**src/rtl/lmul_pkg.sv**
```systemverilog
`default_nettype none
// ============================================================================
// Module      : lmul_pkg
// Description : Shared FP16 field widths, constants and the FSM state type for
//               the logarithmic-multiplier arbiter.
// Revision    : 1.0 - initial release
// ============================================================================
package lmul_pkg;

    localparam int FP16_SIGN_W = 1;
    localparam int FP16_EXP_W  = 5;
    localparam int FP16_MAN_W  = 10;
    localparam int FP16_W      = FP16_SIGN_W + FP16_EXP_W + FP16_MAN_W;

    // Quiet NaN returned when the core never answers.
    localparam logic [FP16_W-1:0] FP16_QNAN = 16'h7E00;

    typedef enum logic [1:0] {
        ST_IDLE  = 2'd0,
        ST_ISSUE = 2'd1,
        ST_WAIT  = 2'd2,
        ST_RESP  = 2'd3
    } state_t;

endpackage
`default_nettype wire

```
**src/rtl/lmul_arbiter_rr.sv**
```systemverilog
`default_nettype none
// ============================================================================
// Module      : rr_arbiter
// Description : Combinational round-robin picker. Searches req starting at
//               ptr, wrapping modulo N, and returns a one-hot grant plus its
//               encoded index.
// Revision    : 1.0 - initial release
// ============================================================================
module rr_arbiter #(
    parameter  int N   = 4,
    localparam int IDW = (N > 1) ? $clog2(N) : 1
) (
    input  logic [N-1:0]   req,
    input  logic [IDW-1:0] ptr,
    output logic [N-1:0]   gnt,
    output logic [IDW-1:0] gnt_id
);

    localparam logic [IDW:0] NV = (IDW+1)'(N);

    logic [IDW:0]   sum;
    logic [IDW-1:0] idx;
    logic           found;

    // First asserted request at or after ptr wins; the offset wraps past N-1.
    always_comb begin
        gnt    = '0;
        gnt_id = '0;
        found  = 1'b0;
        sum    = '0;
        idx    = '0;
        for (int k = 0; k < N; k++) begin
            sum = {1'b0, ptr} + (IDW+1)'(k);
            if (sum >= NV) begin
                sum = sum - NV;
            end
            idx = sum[IDW-1:0];
            if (!found && req[idx]) begin
                found    = 1'b1;
                gnt[idx] = 1'b1;
                gnt_id   = idx;
            end
        end
    end

endmodule
`default_nettype wire

```
**src/rtl/lmul_arbiter.sv**
```systemverilog
`default_nettype none
// ============================================================================
// Module      : lmul_arbiter
// Description : Shares one start/done FP16 log-multiplier core among NREQ
//               requesters. Round-robin grant, one job in flight, timeout
//               abort with qNaN result, tagged response with backpressure.
// Revision    : 1.0 - initial release
// ============================================================================
module lmul_arbiter
    import lmul_pkg::*;
#(
    parameter  int NREQ    = 4,
    parameter  int TIMEOUT = 16,
    localparam int IDW     = $clog2(NREQ)
) (
    input  logic                   clk,
    input  logic                   rst,
    input  logic [NREQ-1:0]        req_valid,
    input  logic [NREQ*FP16_W-1:0] req_a,
    input  logic [NREQ*FP16_W-1:0] req_b,
    output logic [NREQ-1:0]        req_ready,
    output logic                   mul_start,
    output logic [FP16_W-1:0]      mul_a,
    output logic [FP16_W-1:0]      mul_b,
    input  logic                   mul_done,
    input  logic [FP16_W-1:0]      mul_result,
    output logic                   rsp_valid,
    input  logic                   rsp_ready,
    output logic [IDW-1:0]         rsp_id,
    output logic [FP16_W-1:0]      rsp_result,
    output logic                   rsp_err,
    output logic                   busy
);

    localparam logic [7:0]     TMO     = 8'(TIMEOUT);
    localparam logic [IDW-1:0] LAST_ID = IDW'(NREQ - 1);

    state_t         state;
    state_t         next_state;
    logic [IDW-1:0] ptr;
    logic [IDW-1:0] job_id;
    logic [7:0]     cnt;
    logic [NREQ-1:0] gnt;
    logic [IDW-1:0] gnt_id;

    logic [FP16_W-1:0] op_a [NREQ];
    logic [FP16_W-1:0] op_b [NREQ];

    for (genvar g = 0; g < NREQ; g++) begin : g_unpack
        assign op_a[g] = req_a[g*FP16_W +: FP16_W];
        assign op_b[g] = req_b[g*FP16_W +: FP16_W];
    end

    rr_arbiter #(
        .N (NREQ)
    ) u_rr (
        .req    (req_valid),
        .ptr    (ptr),
        .gnt    (gnt),
        .gnt_id (gnt_id)
    );

    // Next-state logic; req_ready exposes the arbiter grant only while idle.
    always_comb begin
        next_state = state;
        req_ready  = '0;
        case (state)
            ST_IDLE: begin
                req_ready = gnt;
                if (|gnt) begin
                    next_state = ST_ISSUE;
                end
            end
            ST_ISSUE: next_state = ST_WAIT;
            ST_WAIT: begin
                if (mul_done || (cnt == TMO)) begin
                    next_state = ST_RESP;
                end
            end
            ST_RESP: begin
                if (rsp_ready) begin
                    next_state = ST_IDLE;
                end
            end
            default: next_state = ST_IDLE;
        endcase
    end

    // State register.
    always_ff @(posedge clk or posedge rst) begin
        if (rst) begin
            state <= ST_IDLE;
        end else begin
            state <= next_state;
        end
    end

    // Datapath: latch the job, pulse start, count, capture result or abort.
    always_ff @(posedge clk or posedge rst) begin
        if (rst) begin
            ptr        <= '0;
            job_id     <= '0;
            cnt        <= '0;
            mul_start  <= 1'b0;
            mul_a      <= '0;
            mul_b      <= '0;
            rsp_valid  <= 1'b0;
            rsp_id     <= '0;
            rsp_result <= '0;
            rsp_err    <= 1'b0;
            busy       <= 1'b0;
        end else begin
            mul_start <= 1'b0;
            busy      <= (next_state != ST_IDLE);
            case (state)
                ST_IDLE: begin
                    if (|gnt) begin
                        mul_a     <= op_a[gnt_id];
                        mul_b     <= op_b[gnt_id];
                        job_id    <= gnt_id;
                        mul_start <= 1'b1;
                        cnt       <= '0;
                    end
                end
                ST_ISSUE: begin
                    cnt <= cnt + 8'd1;
                end
                ST_WAIT: begin
                    cnt <= cnt + 8'd1;
                    // A done pulse on the final counter value still counts.
                    if (mul_done) begin
                        rsp_result <= mul_result;
                        rsp_err    <= 1'b0;
                        rsp_id     <= job_id;
                        rsp_valid  <= 1'b1;
                    end else if (cnt == TMO) begin
                        rsp_result <= FP16_QNAN;
                        rsp_err    <= 1'b1;
                        rsp_id     <= job_id;
                        rsp_valid  <= 1'b1;
                    end
                end
                ST_RESP: begin
                    if (rsp_ready) begin
                        rsp_valid <= 1'b0;
                        ptr       <= (job_id == LAST_ID) ? '0 : job_id + IDW'(1);
                    end
                end
                default: ;
            endcase
        end
    end

endmodule
`default_nettype wire

```
**config.mk**
```make
export PLATFORM = sky130hd
export DESIGN_NAME = lmul_arbiter
export DESIGN_NICKNAME = d
export VERILOG_FILES = /design/src/rtl/lmul_pkg.sv /design/src/rtl/lmul_arbiter_rr.sv /design/src/rtl/lmul_arbiter.sv
export SDC_FILE = /design/constraint.sdc
export NUM_CORES = 1
export LEC_CHECK = 0
export BUFFER_PORTS_ARGS = -buffer_cell sky130_fd_sc_hd__buf_2
export CAP_MARGIN = 0
export CORE_AREA = 2 2 105 107
export DETAILED_ROUTE_END_ITERATION = 6
export DIE_AREA = 0 0 107 109
export PLACE_DENSITY_LB_ADDON = 0.3
export SLEW_MARGIN = 20
export SYNTH_ARGS = -nofsm -noshare
export SYNTH_HDL_FRONTEND = slang
export SYNTH_HIERARCHICAL = 1
export SYNTH_SLANG_ARGS = --single-unit
```
**constraint.sdc**
```tcl
create_clock -name clk -period 3.78 [get_ports clk]
set_input_delay 1.134 -clock clk [delete_from_list [all_inputs] [get_ports clk]]
set_output_delay 1.134 -clock clk [all_outputs]
set_load 0.02 [all_outputs]
```
==> results.sh <==
export IMPL_post_drt_via_cell_ratio=5.13
export IMPL_remaining_drc_errors=0
export IMPL_finClkSkew_ns=0.0128
export IMPL_ys_async_sr_fraction=1.00
export IMPL_ys_warnings_count=6
export IMPL_n_fill_cell=930
export IMPL_clockRootBuffer="clkbuf_8"
export IMPL_hold_violations=0
export IMPL_drv_cap=0
export IMPL_detail_route_wl_per_cell_um=16.6
export IMPL_hp_start="rsp_err$_DFFE_PP0P_"
export IMPL_rr_endpoint="mul_b[7]$_DFFE_PP0P_"
export IMPL_power_total_w=0.00605
export IMPL_setup_worst_path_start_class="input port"
export IMPL_vias_in_the_first_global_route=3628
export IMPL_worst_path_class_setup="in -> out"
export IMPL_grt_util_all_layers=0.193
export IMPL_tritoncts="built"
export IMPL_slew_at_the_pin_closest_to_its_max_slew_limit_ns=1.00
export IMPL_synth_fp_nets=495
export IMPL_post_synth_instance_area_um2=4150
export IMPL_p_per_area_nw_per_um2=1030
export IMPL_totalWireLength_um=11700
export IMPL_timing_rr_start="ptr[1]$_DFFE_PP0P_"
export IMPL_grt_setup_unrepaired="true"
export IMPL_fp_row_count=38
export IMPL_worst_r2r_cell_count=14
export IMPL_drv_slew=0
export IMPL_run_status="finished, violations left"
export IMPL_clock_path_buffers=2
export IMPL_gpl_final_weighted_congestion=0.812
export IMPL_numCtsBuffers=9
export IMPL_share_of_cells_above_drive_strength_1=0.610
export IMPL_vdd_ir_drop_max_uv=507
export IMPL_final_setup_violation_count=4
export IMPL_initial_utilization=0.391
export IMPL_dp_hpwl_um=8610
export IMPL_detailroute_via_count=3603
export IMPL_post_cts_hold_buffer_count=0
export IMPL_die_w_um=107
export IMPL_design_die_area_um2=11700
export IMPL_number_of_antenna_violations_at_the_first_check_in_global_routing=1
export IMPL_final_antenna_net_count=0
export IMPL_grt_overflow_total=0
export IMPL_h_tree_depth=3
export IMPL_path_max_fanout=7
export IMPL_final_period_utilization=1.01
export IMPL_cts_num_sinks=68
export IMPL_drt_pass1_iter_count=4
export IMPL_worstSkewPairLatency_ns=0.34
export IMPL_fmaxAchievable_mhz=263
export IMPL_pin_count=210
export IMPL_whs_path_depth=1
export IMPL_r2r_slack_ns=0.22
export IMPL_post_synth_cell_area_avg_um2=12.6
export IMPL_finalNetCount=723
export IMPL_min_delay_path_class="reg -> reg"
export IMPL_violations="setup timing"
export IMPL_maximum_number_of_pins_on_one_net_before_global_route_repair=69
export IMPL_mostFrequentLayoutCells="buf_2, dfrtp_1, mux4_2"
export IMPL_synth_edf_count=0
export IMPL_area_growth_synth_to_final_pct=42.1
export IMPL_worst_setup_hold_path_clk_slew_ns=0.07
export IMPL_core_area_um2=10600
export IMPL_dominantRegCellSynth="dfrtp_1"
export IMPL_placement_io_buffers=209
export IMPL_layout_cells_most_common="buf_2"
export IMPL_ys_ff_latch=68
export IMPL_synth_distinct_cells=46
export IMPL_grt_first_pass_wirelength_um=17300
export IMPL_chipHeight_um=109
export IMPL_detailedPlace_worstSlack_ns=-0.125
export IMPL_worst_endpoint_required_time_ns=2.65
export IMPL_drt_iter0_markers=253
export IMPL_critPathArrivalTime_ns=2.67
export IMPL_slew_headroom=0.332
export IMPL_static_leakage_power_nw=2.79
export IMPL_hold_crit_endpoint="rsp_err$_DFFE_PP0P_"
export IMPL_end_kind="output pin"
export IMPL_synth_cells=330
export IMPL_ys_seq_area_frac=0.410
export IMPL_timing_final_ws_setup_ns=-0.0194
export IMPL_period_needed_ns=3.80
area by class of cell:
class	instances	area, um^2	area share
multi-input cells	221	2350	0.399
inverters	21	78.8	0.0134
well taps	140	175	0.0297
clock buffers	11	141	0.0240
repair buffers	237	1370	0.232
diodes	1	2.50	0.000424
flip-flops and latches	68	1700	0.289
clock inverters	4	73.8	0.0125
sequential cells by signal, indices dropped and copies added (netlist names):
name and flops:
mul_a 16, mul_b 16, rsp_result 16, cnt 8
job_id 2, ptr 2, rsp_id 2, state 2
busy 1, mul_start 1, rsp_err 1, rsp_valid 1
routing by layer:
| layer | part of all wire | vias to the layer above | GRT usage |
|---|---|---|---|
| met3 | 0.060 | 8 | 0.0538 |
| met2 | 0.54 | 130 | 0.350 |
| met1 | 0.39 | 1773 | 0.222 |
| met5 | 0 | - | 0 |
| li1 | - | 1692 | - |
| met4 | 0.0089 | 0 | 0.0603 |
cell families (layout without fill, tap and decap cells):
group	count (synthesis)	in the layout	share of synthesized area
compound gates	49	49	0.0956
mux	73	73	0.296
simple gates	86	86	0.116
buf+inv	41	273	0.0434
other cells	0	1	0
flops	68	68	0.410
fa+ha+maj	13	13	0.0392
power breakdown:
group,leakage (nW),switching [W],internal (W)
registers,0.816,0.000215,0.00112
logic,1.86,0.00198,0.00208
clock network,0.109,0.000274,0.000386
cell usage after synthesis (2+ instances only):
cell | instances | area share
nand3b_1 | 8 | 0.014
and3_1 | 2 | 0.0030
o211ai_1 | 3 | 0.0054
o31ai_1 | 2 | 0.0036
nor3b_1 | 3 | 0.0054
a221o_1 | 2 | 0.0048
inv_1 | 21 | 0.019
nand3_1 | 16 | 0.019
nand4b_1 | 3 | 0.0063
nor2b_1 | 7 | 0.011
nor2_1 | 5 | 0.0045
buf_2 | 6 | 0.0072
o2bb2ai_1 | 5 | 0.011
dfrtp_1 | 68 | 0.41
ha_1 | 13 | 0.039
mux4_2 | 36 | 0.20
a211oi_1 | 2 | 0.0036
clkbuf_1 | 10 | 0.0090
o21a_1 | 8 | 0.014
nor3_1 | 3 | 0.0036
mux2_2 | 35 | 0.095
and2_1 | 4 | 0.0060
buf_4 | 3 | 0.0054
nand2_1 | 29 | 0.026
a221oi_1 | 4 | 0.0084
o21ai_0 | 12 | 0.014
worst max-delay path by stage:
stage | cells past startpoint | start | slack [ns] | end
after global placement | 8 | req_valid[2] | -0.08 | mul_a[9]$_DFFE_PP0P_
after global routing | 7 | req_valid[1] | -0.07 | req_ready[3]
after CTS | 6 | req_valid[2] | -0.02 | req_ready[0]
after floorplan | 5 | req_valid[2] | 0.09 | req_ready[2]
final | 7 | req_valid[1] | -0.02 | req_ready[2]
after detailed placement | 8 | req_valid[2] | -0.12 | mul_b[13]$_DFFE_PP0P_
critical path, cell delays in order:
cell       delay (ns)
buf_8            0.10
mux4_2           0.50
nand2b_4         0.17
nor3_4           0.31
o2bb2ai_2        0.16
and2_1           0.16
buf_6            0.12
through the flow:
stage / utilization / cell area, um^2 / TNS, ns / hold WS, ns / std cells
6_report: 0.556 / 5900 / -0.0427 / 0.487 / 703
5_1_grt: 0.556 / 5900 / -1.09 / 0.508 / 703
4_1_cts: 0.542 / 5750 / -0.0551 / 0.491 / 697
3_5_place_dp: 0.516 / 5470 / -3.17 / 0.476 / 676
3_3_place_gp: 0.516 / 5470 / -2.25 / 0.470 / 676
2_1_floorplan: - / 4150 / 0 / 0.467 / 330
repair_timing:
| action | in CTS | in global routing |
|---|---|---|
| endpoints found under the setup margin | 4 | 43 |
| pin swaps | 4 | 5 |
| setup buffers | 6 | 3 |
| resized for setup | 5 | 25 |
| gates cloned | 0 | 2 |
(Power assumes the default switching activity.)
